`src/rtl/fetch_stage.sv`:
```
// Instruction-fetch stage: owns the PC, drives the instruction memory address and
// registers the fetched word into IF/ID. Handles stall, redirect and EBREAK halt.
module fetch_stage #(
    parameter logic [31:0] RESET_PC   = 32'h0000_0000,
    parameter logic [31:0] NOP_INSTR  = 32'h0000_0013,
    parameter logic [31:0] HALT_INSTR = 32'h0010_0073
) (
    input  logic        clk,
    input  logic        reset,
    output logic [31:0] imem_addr,
    input  logic [31:0] imem_rd,
    input  logic        stall,
    input  logic        redirect,
    input  logic [31:0] redirect_pc,
    output logic        if_id_valid,
    output logic [31:0] if_id_instr,
    output logic [31:0] if_id_pc,
    output logic [31:0] if_id_pc_plus4,
    output logic        halted
);

    // Handshake: stall=1 means decode did not take IF/ID this cycle, so IF/ID
    // and PC hold; redirect=1 is a one-cycle request that wins over stall.
    typedef enum logic {
        RUN  = 1'b0,
        HALT = 1'b1
    } state_t;

    state_t      state, state_next;
    logic [31:0] pc, pc_next;
    logic        valid_next;
    logic [31:0] instr_next, ifpc_next, ifpc4_next;
    logic [31:0] pc_plus4;

    assign pc_plus4  = pc + 32'd4;
    assign imem_addr = pc;
    assign halted    = (state == HALT);

    always_ff @(posedge clk) begin
        if (reset) begin
            state          <= RUN;
            pc             <= RESET_PC;
            if_id_valid    <= 1'b0;
            if_id_instr    <= NOP_INSTR;
            if_id_pc       <= 32'd0;
            if_id_pc_plus4 <= 32'd0;
        end else begin
            state          <= state_next;
            pc             <= pc_next;
            if_id_valid    <= valid_next;
            if_id_instr    <= instr_next;
            if_id_pc       <= ifpc_next;
            if_id_pc_plus4 <= ifpc4_next;
        end
    end

    always_comb begin
        state_next = state;
        pc_next    = pc;
        valid_next = if_id_valid;
        instr_next = if_id_instr;
        ifpc_next  = if_id_pc;
        ifpc4_next = if_id_pc_plus4;
        case (state)
            HALT: begin
                // Redirect is ignored; a stalled EBREAK stays visible until decode takes it.
                if (!stall) begin
                    valid_next = 1'b0;
                    instr_next = NOP_INSTR;
                    ifpc_next  = 32'd0;
                    ifpc4_next = 32'd0;
                end
            end
            default: begin
                if (redirect) begin
                    pc_next    = {redirect_pc[31:2], 2'b00};
                    valid_next = 1'b0;
                    instr_next = NOP_INSTR;
                    ifpc_next  = 32'd0;
                    ifpc4_next = 32'd0;
                end else if (!stall) begin
                    valid_next = 1'b1;
                    instr_next = imem_rd;
                    ifpc_next  = pc;
                    ifpc4_next = pc_plus4;
                    if (imem_rd == HALT_INSTR) begin
                        state_next = HALT;
                    end else begin
                        pc_next = pc_plus4;
                    end
                end
            end
        endcase
    end

endmodule

```
`config.mk`:
```
export PLATFORM = sky130hd
export DESIGN_NAME = fetch_stage
export DESIGN_NICKNAME = d
export VERILOG_FILES = /design/src/rtl/fetch_stage.sv
export SDC_FILE = /design/constraint.sdc
export NUM_CORES = 1
export LEC_CHECK = 0
export ABC_CLOCK_PERIOD_IN_PS = 3700
export CORE_AREA = 2 2 116 118
export CTS_BUF_LIST = sky130_fd_sc_hd__clkbuf_16
export CTS_CLUSTER_DIAMETER = 40
export DETAILED_ROUTE_END_ITERATION = 7
export DIE_AREA = 0 0 118 120
export PLACE_DENSITY = 0.77
export SLEW_MARGIN = 20
export SYNTH_ARGS = -nofsm -noshare
export SYNTH_HDL_FRONTEND = slang
export SYNTH_SLANG_ARGS = --single-unit
```
`constraint.sdc`:
```
create_clock -name clk -period 3.7 [get_ports clk]
set_input_delay 0.74 -clock clk [delete_from_list [all_inputs] [get_ports clk]]
set_output_delay 0.74 -clock clk [all_outputs]
set_load 0.02 [all_outputs]
```
==> flow_metrics.env <==
export IMPL_grt_pass1_wl_um=28900
export IMPL_die_area_um2=14200
export IMPL_hold_end="if_id_pc_plus4[16]$_SDFFE_PP0P_"
export IMPL_synthCells=653
export IMPL_status="completed"
export IMPL_core_region_area_um2=13000
export IMPL_diodes=0
export IMPL_ys_seq_area_share_pct=44.2
export IMPL_report_final_setup_viol=0
export IMPL_synth_area_mux_share_pct=0.354
export IMPL_tightest_slew_ps=945
export IMPL_drtPass1Iterations=7
export IMPL_cpPeakStageDelay_ps=860
export IMPL_clk_path_buf_depth=2
export IMPL_gr_usage_met2_pct=40.2
export IMPL_worstPathMaxFanout=10
export IMPL_fillerInstances=1080
export IMPL_timing_rr_start="imem_addr[2]$_SDFFE_PP0P_"
export IMPL_postSynthAreaPerCell_um2=8.66
export IMPL_power_density_nw_per_um2=429
export IMPL_post_drt_wl_per_cell_um=18.1
export IMPL_reg2regPathDepth=6
export IMPL_synth_seq_cells=125
export IMPL_cts_tree="built"
export IMPL_crit_path_cell_trace="ha_1 -> nand3_1 -> nor4_2 -> a21oi_1 -> o311ai_0 -> o31ai_1"
export IMPL_skew_ps=15.5
export IMPL_cp_start_kind="flop"
export IMPL_worst_slack_ps=829
export IMPL_cts_hold_buf=0
export IMPL_clkTransAtPathRegs_ps=60
export IMPL_cts_buffers=17
export IMPL_worstReg2RegEnd="imem_addr[20]$_SDFFE_PP0P_"
export IMPL_hold_path_class="reg -> reg"
export IMPL_rsz0062_at_grt="no"
export IMPL_start_util_pct=43.6
export IMPL_synth_compound_area_share_pct=24.5
export IMPL_grtUsageMet1_pct=31.3
export IMPL_insertion_delay_ps=420
export IMPL_antenna_found_initial=0
export IMPL_finalHoldViolCount=0
export IMPL_drt_iter0_drc=547
export IMPL_min_period_over_period_pct=77.6
export IMPL_synthAdderAreaFrac_pct=0.221
export IMPL_dp_slack_ps=509
export IMPL_die_w_um=118
export IMPL_layout_min_cycle_time_ps=2870
export IMPL_slew_viol_final=0
export IMPL_leakage_nw=2.86
export IMPL_grt_remaining_overflow=0
export IMPL_die_y_um=120
export IMPL_crit_buf_inv=0
export IMPL_relSlewSlack_pct=37.0
export IMPL_cp_arrival_ps=3150
export IMPL_route_detailed_drc=0
export IMPL_cts_setup_buffers=0
export IMPL_busiest_layer="met2"
export IMPL_grt_max_degree=92
export IMPL_num_rows=42
export IMPL_r2r_slack_ps=830
export IMPL_async_reset_ff_share_pct=0
export IMPL_ant_nets=0
export IMPL_track_usage_pct=25.4
export IMPL_grt_pass1_vias=5646
export IMPL_fin_tns_setup_ps=0
export IMPL_slowest_stage="nor4_2"
export IMPL_hp_start="if_id_pc_plus4[16]$_SDFFE_PP0P_"
export IMPL_place_congestion=0.896
export IMPL_end_kind="flop"
export IMPL_cap_viol_max_count=0
export IMPL_io_buffers=193
export IMPL_via_count=5851
export IMPL_vdd_drop_max_uv=282
export IMPL_drive_above_1_share_pct=6.46
export IMPL_setup_worst_path_class="reg -> reg"
export IMPL_met3_usage_pct=10.3
export IMPL_yosysUniqueCellTypes=57
export IMPL_max_freq_mhz=348
export IMPL_synth_ff_type="dfxtp_1"
export IMPL_synthSimpleGateAreaFrac_pct=21.3
export IMPL_htreeDepth=4
export IMPL_required_ps=3980
export IMPL_cpLargestDelayFamily="simple AND/OR/NAND/NOR gates"
export IMPL_drt_wl_total_um=18000
export IMPL_areaGrowthSynthToFinish_pct=44.2
export IMPL_nets=876
export IMPL_hpwlAfterDp_um=12200
export IMPL_synth_xor_area_share_pct=3.10
export IMPL_synth_top_family_by_area="compound AO/OA/AOI/OAI gates"
export IMPL_ios=198
export IMPL_routed_via_density=5.87
export IMPL_hold_path_depth=2
export IMPL_syn_area_um2=5660
export IMPL_cts_resized=0
export IMPL_ys_warn_count=0
export IMPL_clock_sinks=125
export IMPL_cts_root_buf="clkbuf_16"
export IMPL_synth_edff_count=0
-- how the worst max path moves through the flow --
| stage | from | end | slack [ps] | depth (start not counted) |
|---|---|---|---|---|
| finish | imem_addr[2]$_SDFFE_PP0P_ | imem_addr[20]$_SDFFE_PP0P_ | 830 | 6 |
| global route | imem_addr[2]$_SDFFE_PP0P_ | imem_addr[20]$_SDFFE_PP0P_ | 550 | 6 |
| detailed placement | imem_rd[28] | imem_addr[24]$_SDFFE_PP0P_ | 510 | 6 |
| global placement | imem_rd[28] | imem_addr[15]$_SDFFE_PP0P_ | 550 | 6 |
| floorplan | redirect | imem_addr[10]$_SDFFE_PP0P_ | 1340 | 7 |
| CTS | imem_addr[2]$_SDFFE_PP0P_ | imem_addr[20]$_SDFFE_PP0P_ | 870 | 6 |
-- layout by cell type (no fill, tap or decap), types with 4 or more instances in the layout --
master / Yosys / routed
a21boi_0: 5 / 4
a21oi_1: 31 / 31
a22oi_1: 79 / 79
a31oi_1: 7 / 7
and3_1: 8 / 8
and4_1: 7 / 7
buf_4: 6 / 14
clkbuf_16: 0 / 17
clkdlybuf4s50_1: 0 / 191
clkinv_2: 0 / 4
dfxtp_1: 125 / 125
inv_1: 6 / 11
nand2_1: 31 / 31
nand2b_1: 7 / 7
nand3_1: 16 / 16
nand4_1: 13 / 13
nor2_1: 96 / 96
nor3_1: 13 / 12
nor4_1: 10 / 10
o2111ai_1: 4 / 4
o21ai_0: 19 / 19
o221ai_1: 5 / 5
o311ai_0: 13 / 13
o31ai_1: 16 / 16
or4_1: 5 / 5
xnor2_1: 9 / 9
xor2_1: 11 / 11
-- stage by stage --
| step | instance area (µm²) | cells | utilization, % | total power, mW | hold WS, ps |
|---|---|---|---|---|---|
| finish | 8160 | 996 | 62.8 | 3.50 | 450 |
| global route | 8160 | 996 | 62.8 | 3.63 | 464 |
| CTS | 8160 | 996 | 62.8 | 3.53 | 451 |
| detailed placement | 7590 | 964 | 58.5 | 1.92 | 444 |
| global placement | 7590 | 964 | 58.5 | 1.91 | 442 |
| floorplan | 5660 | 654 | - | 1.70 | 530 |
-- synthesized netlist by cell type, types with 13 or more instances --
master	count	area, µm²
nand4_1	13	81.3
nor3_1	13	65.1
nand3_1	16	80.1
o311ai_0	13	114
o31ai_1	16	120
dfxtp_1	125	2500
nor2_1	96	360
clkbuf_1	46	173
o21ai_0	19	95.1
a22oi_1	79	593
nand2_1	31	116
a21oi_1	31	155
-- area by class of cell --
cell class | instances | area, µm² | share of cell area (%)
Multi-Input combinational cell | 451 | 2820 | 34.6
Sequential cell | 125 | 2500 | 30.7
Timing Repair Buffer | 206 | 2020 | 24.8
Clock buffer | 17 | 425 | 5.22
Tap cell | 176 | 220 | 2.70
Clock inverter | 15 | 140 | 1.72
Inverter | 6 | 22.5 | 0.276
-- cells by family after synthesis --
group,after synthesis
flip-flops,125
AND/OR/NAND/NOR,229
multiplexers,2
XOR/XNOR,20
other,1
AO/OA/AOI/OAI,197
adder cells (fa/ha/maj),1
buffers and inverters,78
-- worst min-delay path, cell delays in order, from the launching register on --
cell and delay (ps):
dfxtp_1 300, nand2_1 50, a21oi_1 50
-- sequential cells by signal, indices dropped and copies added, names as in the netlist --
register and count:
halted 1, if_id_instr 32, if_id_pc 31, if_id_pc_plus4 30, if_id_valid 1, imem_addr 30
-- metal layers --
layer	vias up	part of all wire [%]	routed length (µm)
met5	-	0	0
met4	0	1.5	274
met3	25	10	1890
met2	302	47	8400
met1	2791	41	7420
li1	2733	-	-
-- power breakdown --
part           switching, mW  leakage, nW  internal, mW  total, mW
combinational          0.233         1.54         0.206      0.439
sequential            0.0666         1.02          1.39       1.46
clock                  0.572        0.299          1.03       1.60
total                  0.871         2.86          2.63       3.50
(Power assumes the default switching activity.)
==> edit 1, RTL diff (same settings) <==
The parameter `HALT_INSTR` goes from 32'h0010_0073 to 32'h00080039.
--- a/src/rtl/fetch_stage.sv
+++ b/src/rtl/fetch_stage.sv
@@ -3,7 +3,7 @@
 module fetch_stage #(
     parameter logic [31:0] RESET_PC   = 32'h0000_0000,
     parameter logic [31:0] NOP_INSTR  = 32'h0000_0013,
-    parameter logic [31:0] HALT_INSTR = 32'h0010_0073
+    parameter logic [31:0] HALT_INSTR = 32'h00080039
 ) (
     input  logic        clk,
     input  logic        reset,
Behaviour: not the same (a bounded check fails within 4 cycles, from zero or initial values and one cycle with reset high).
==> edit 1 against the original RTL <==
  * Worst setup slack improved by 0.040 ns
  * Worst hold slack improved by 0.00087 ns
  * Die area unchanged
  * Power rose by 4.9%
  * Utilization is 0.36 points higher
  * Critical endpoint is now imem_addr[24]
  * Cell area is 0.57% higher
  * Sequential power about the same
  * Critical path type unchanged
  * Synthesized area is essentially flat
  * Routed wire length is 3.5% higher
  * Sequential cell count did not move
==> edit 1: results (changes against the original RTL) <==
Status
  – Outcome: finished, final reports clean (unchanged)

Clocking
  – H-tree depth: 4 (unchanged)
  – Clk sinks: 125 (unchanged)
  – CTS root buf: clkbuf_16 (unchanged)
  – Worst-path clk slew: 0.05 ns
  – Post-CTS sizing: 0 (unchanged)

Global route
  – Vias in the first global route: 5600 (was 5646)
  – Pin count of the biggest net entering global routing: 97 (was 92)
  – GRT Util Overall: 0.260 (was 0.254)
  – Initial antenna violation count: 0 (unchanged)
  – First-pass GRT wire length: 29.3 mm (was 28.9 mm)

Timing
  – Layout Skew: 0.00650 ns (was 0.0155 ns)
  – Max-Slew Margin vs Limit: 0.342 (was 0.370)

Yosys
  – Mux cell area share after synthesis: 0.00354 (about the same)
  – Post-synthesis compound-gate area fraction: 0.245 (about the same)
  – Most common library cells after synthesis: dfxtp_1, nor2_1, a22oi_1 (unchanged)
  – Synth Area in XOR/XNOR: 0.0310 (about the same)
  – Distinct cell type count after synthesis: 54 (was 57)
  – Sequential fraction of the synthesis area: 0.443 (was 0.442)
  – Share of synthesized flip-flops with an asynchronous set or reset: 0 (unchanged)
  – Adder-cell share of the synthesized area: 0.00221 (about the same)
  – Ys Warns: 0 (unchanged)
  – Top cells by area, synth: dfxtp_1, a22oi_1, nor2_1, clkbuf_1, a21oi_1 (unchanged)

Placement
  – Gp weighted congestion: 0.846 (was 0.896)
  – Placed Area: 7570 µm² (was 7590 µm²)
  – DP HPWL: 12.3 mm (was 12.2 mm)

Layout
  – Seq/total area: 0.305 (was 0.307)
  – Share of cells above drive strength 1: 0.0685 (was 0.0646)
  – NonClk Buf Share: 0.245 (was 0.248)
  – Multi-input gate area: 2820 µm² (about the same)
  – Fin nets: 874 (was 876)
  – Clock-cell share of area: 0.0766 (was 0.0693)
  – Inverter count: 6 (unchanged)
  – Largest regs: if_id_instr (32), if_id_pc (31) (unchanged)
  – Multi-In Gates: 451 (unchanged)
  – Fillcell total: 1099 (was 1080)
  – Nonclk buf count: 204 (was 206)

Detailed routing
  – DR iter-0 viols: 448 (was 547)
  – Post-DR vias/cell: 5.89 (was 5.87)
  – Total wire length: 18.6 mm (was 18.0 mm)
  – Length of the first detailed-routing pass in iterations: 5 (was 7)

Setup path
  – Critical-path maximum fanout: 10 (unchanged)
  – Worst Path Arrival: 3.11 ns (was 3.15 ns)

Power and ir drop
  – Worst VDD drop: 338 µV (was 282 µV)
  – Power per cell area: 448 nW/µm² (was 429 nW/µm²)
  – Leak: 2.86 nW (about the same)

Worst hold path
  – Hold Path Class: reg -> reg (unchanged)
==> edit 1: worst max-delay path, stage by stage, from the launching register on <==
cell and delay [ns]:
dfxtp_1 0.54, ha_1 0.36, nand3_1 0.34, nor4_2 0.85, a31oi_1 0.16, o311ai_0 0.33
o31ai_1 0.12
==> edit 1: power breakdown <==
| group | total [W] | switching [W] | internal (W) | leakage [nW] |
|---|---|---|---|---|
| clock network | 0.00178 | 0.000596 | 0.00118 | 0.312 |
| logic | 0.000437 | 0.000233 | 0.000204 | 1.53 |
| registers | 0.00146 | 0.0000686 | 0.00139 | 1.02 |
| total | 0.00367 | 0.000897 | 0.00278 | 2.86 |
==> edit 1: path summary, 6_finish.rpt <==
path                                      endpoint                from  depth (start not counted)  slack, ns
worst min register to register  if_id_pc_plus4[25]  if_id_pc_plus4[25]                          2       0.45
worst min-delay path            if_id_pc_plus4[25]  if_id_pc_plus4[25]                          2       0.45
worst max register to register       imem_addr[24]        imem_addr[2]                          6       0.87
worst max-delay path                 imem_addr[24]        imem_addr[2]                          6       0.87
==> edit 1: layer usage <==
metal / GRT usage / vias up / part of all wire / routed length, µm
li1: - / 2741 / - / -
met1: 0.310 / 2806 / 0.40 / 7500
met5: 0 / - / 0 / 0
met2: 0.430 / 272 / 0.49 / 9070
met3: 0.0860 / 31 / 0.087 / 1620
met4: 0.108 / 0 / 0.023 / 425
==> edit 1: per-stage QoR <==
stage	cells	total power, W	hold WS [ns]	util	worst slack (ns)
2_1_floorplan	654	0.00170	0.530	-	1.34
3_3_place_gp	962	0.00191	0.442	0.584	0.542
3_5_place_dp	962	0.00192	0.446	0.584	0.504
4_1_cts	994	0.00369	0.454	0.632	0.890
5_1_grt	994	0.00378	0.479	0.632	0.600
6_report	994	0.00367	0.451	0.632	0.869
==> edit 2, RTL diff (same settings) <==
Without the edit above. Reset style: asynchronous (`reset`), changed in one clocked block.
--- a/src/rtl/fetch_stage.sv
+++ b/src/rtl/fetch_stage.sv
@@ -36,7 +36,7 @@
     assign imem_addr = pc;
     assign halted    = (state == HALT);
 
-    always_ff @(posedge clk) begin
+    always_ff @(posedge clk or posedge reset) begin
         if (reset) begin
             state          <= RUN;
             pc             <= RESET_PC;
Function: differs if reset is asserted again (counterexample within 4 cycles, from zero or initial values and one cycle with reset high); with reset held inactive, the same outputs for 4 cycles.
==> edit 2 against the original RTL <==
  * Routed wire length grew 4.4%
  * Worst setup slack worse by 0.014 ns
  * Die area did not move
  * Cell area is 6.1% higher
  * Power up 16%
  * Register-to-register slack better by 0.19 ns
  * Sequential cell count unchanged
  * Synthesized area increased by 7.6%
  * Global-route usage increased by 1.4 points
  * Sequential share of layout area increased by 5.5 points
  * Critical endpoint is now imem_addr[28]
==> edit 2: results (changes against the original RTL) <==
Placement
  – Gp weighted congestion: 0.905 (was 0.896)
  – Placed Cells: 911 (was 964)
  – DP HPWL: 12.7 mm (was 12.2 mm)
  – Pre-CTS setup slack: 0.442 ns (was 0.509 ns)

Yosys
  – Ys Warns: 0 (unchanged)
  – Most common library cells after synthesis: dfrtp_1, nand2_1, a22o_1 (was dfxtp_1, nor2_1, a22oi_1)
  – Share of synthesized flip-flops with an asynchronous set or reset: 1.00 (was 0)
  – Top cells by area, synth: dfrtp_1, a22o_1, nand2_1, xnor2_1, clkbuf_1 (was dfxtp_1, a22oi_1, nor2_1, clkbuf_1, a21oi_1)
  – Distinct cell type count after synthesis: 56 (was 57)
  – Sequential fraction of the synthesis area: 0.514 (was 0.442)
  – Mapped Avg Cell Area: 10.2 µm² (was 8.66 µm²)

Setup path
  – Worst path slowest cell: or4_2 (was nor4_2)
  – Critical-path maximum fanout: 27 (was 10)
  – Reg2Reg Launch Point: imem_addr[2] (unchanged)
  – R2R setup slack: 1.02 ns (was 0.83 ns)
  – Reg-to-reg critical path endpoint: imem_addr[24] (was imem_addr[20])
  – Worst Path Arrival: 3.22 ns (was 3.15 ns)

Detailed routing
  – Length of the first detailed-routing pass in iterations: 5 (was 7)
  – Post-DR vias/cell: 5.94 (was 5.87)
  – Total wire length: 18.8 mm (was 18.0 mm)

Global route
  – GRT Util Overall: 0.268 (was 0.254)
  – Routing usage on met3: 0.0722 (was 0.103)
  – First-pass GRT wire length: 29.8 mm (was 28.9 mm)
  – Pin count of the biggest net entering global routing: 77 (was 92)
  – Met1 global-route usage: 0.351 (was 0.313)
  – Vias in the first global route: 5449 (was 5646)

Layout
  – Clock-cell share of area: 0.0645 (was 0.0693)
  – Multi-In Gates: 399 (was 451)
  – Multi-input gate area: 2650 µm² (was 2820 µm²)
  – Seq/total area: 0.362 (was 0.307)
  – Fin nets: 823 (was 876)
  – Fillcell total: 973 (was 1080)
  – Share of cells above drive strength 1: 0.0821 (was 0.0646)
  – Nonclk buf count: 205 (was 206)

Timing
  – Layout Skew: 0.00644 ns (was 0.0155 ns)
  – Max-Slew Margin vs Limit: 0.466 (was 0.370)
  – Minimum clock period: 2.88 ns (was 2.87 ns)

Power and ir drop
  – Worst VDD drop: 264 µV (was 282 µV)
  – Int Pwr: 0.00286 W (was 0.00263 W)
  – Clk network pwr share: 0.390 (was 0.458)
  – Sequential power: 0.00165 W (was 0.00146 W)
  – Combinational share of power: 0.204 (was 0.125)
  – Leak: 3.68 nW (was 2.86 nW)

Worst hold path
  – Hold worst-path end: if_id_pc[23] (was if_id_pc_plus4[16])
  – Hold Crit Start: if_id_pc[23] (was if_id_pc_plus4[16])

Clocking
  – Post-CTS sizing: 0 (unchanged)

Status
  – Outcome: finished, final reports clean (unchanged)
-- edit 2: cell types whose count changed in the layout (fill, tap and decap cells not counted), sizes merged, moves of 17 or more --
cell,before,now
a22oi,79,0
a21oi,31,14
nand2,32,60
dfxtp,125,0
dfrtp,0,122
a22o,0,54
nor2,96,27
-- edit 2: through the flow --
| stage | instance area (µm²) | hold slack (ns) |
|---|---|---|
| final | 8660 | 0.466 |
| after global placement | 8100 | 0.454 |
| after floorplan | 6090 | 0.583 |
| after detailed placement | 8100 | 0.456 |
| after CTS | 8660 | 0.469 |
| after global routing | 8660 | 0.493 |
-- edit 2: routing by layer --
metal	routed length, µm	up-vias
met4	384	0
li1	-	2507
met1	7870	2787
met5	0	-
met3	1500	27
met2	9010	280
-- edit 2: worst max-delay path by stage --
stage                    end   startpoint
4_1_cts        imem_addr[24]  imem_rd[27]
3_3_place_gp   imem_addr[24]  imem_rd[27]
5_1_grt        imem_addr[14]  imem_rd[27]
3_5_place_dp   imem_addr[24]  imem_rd[27]
2_1_floorplan  imem_addr[12]  imem_rd[16]
6_report       imem_addr[28]  imem_rd[27]
-- edit 2: logic make-up (layout without fill, tap and decap cells) --
| group | after synthesis | in the layout | synth area share |
|---|---|---|---|
| compound gates | 147 | 147 | 0.176 |
| xor+xnor | 28 | 28 | 0.0403 |
| fa+ha+maj | 1 | 1 | 0.00206 |
| buf+inv | 72 | 243 | 0.0534 |
| flops | 125 | 125 | 0.514 |
| mux | 14 | 14 | 0.0232 |
| other cells | 1 | 2 | 0.000616 |
| simple gates | 207 | 207 | 0.190 |
-- edit 2: worst register-to-register path, stage by stage (launching register included) --
cell	delay, ns
dfrtp_1	0.52
ha_1	0.31
nand3_1	0.30
nor4_1	0.79
and4_1	0.38
and4_1	0.21
nor3_1	0.05
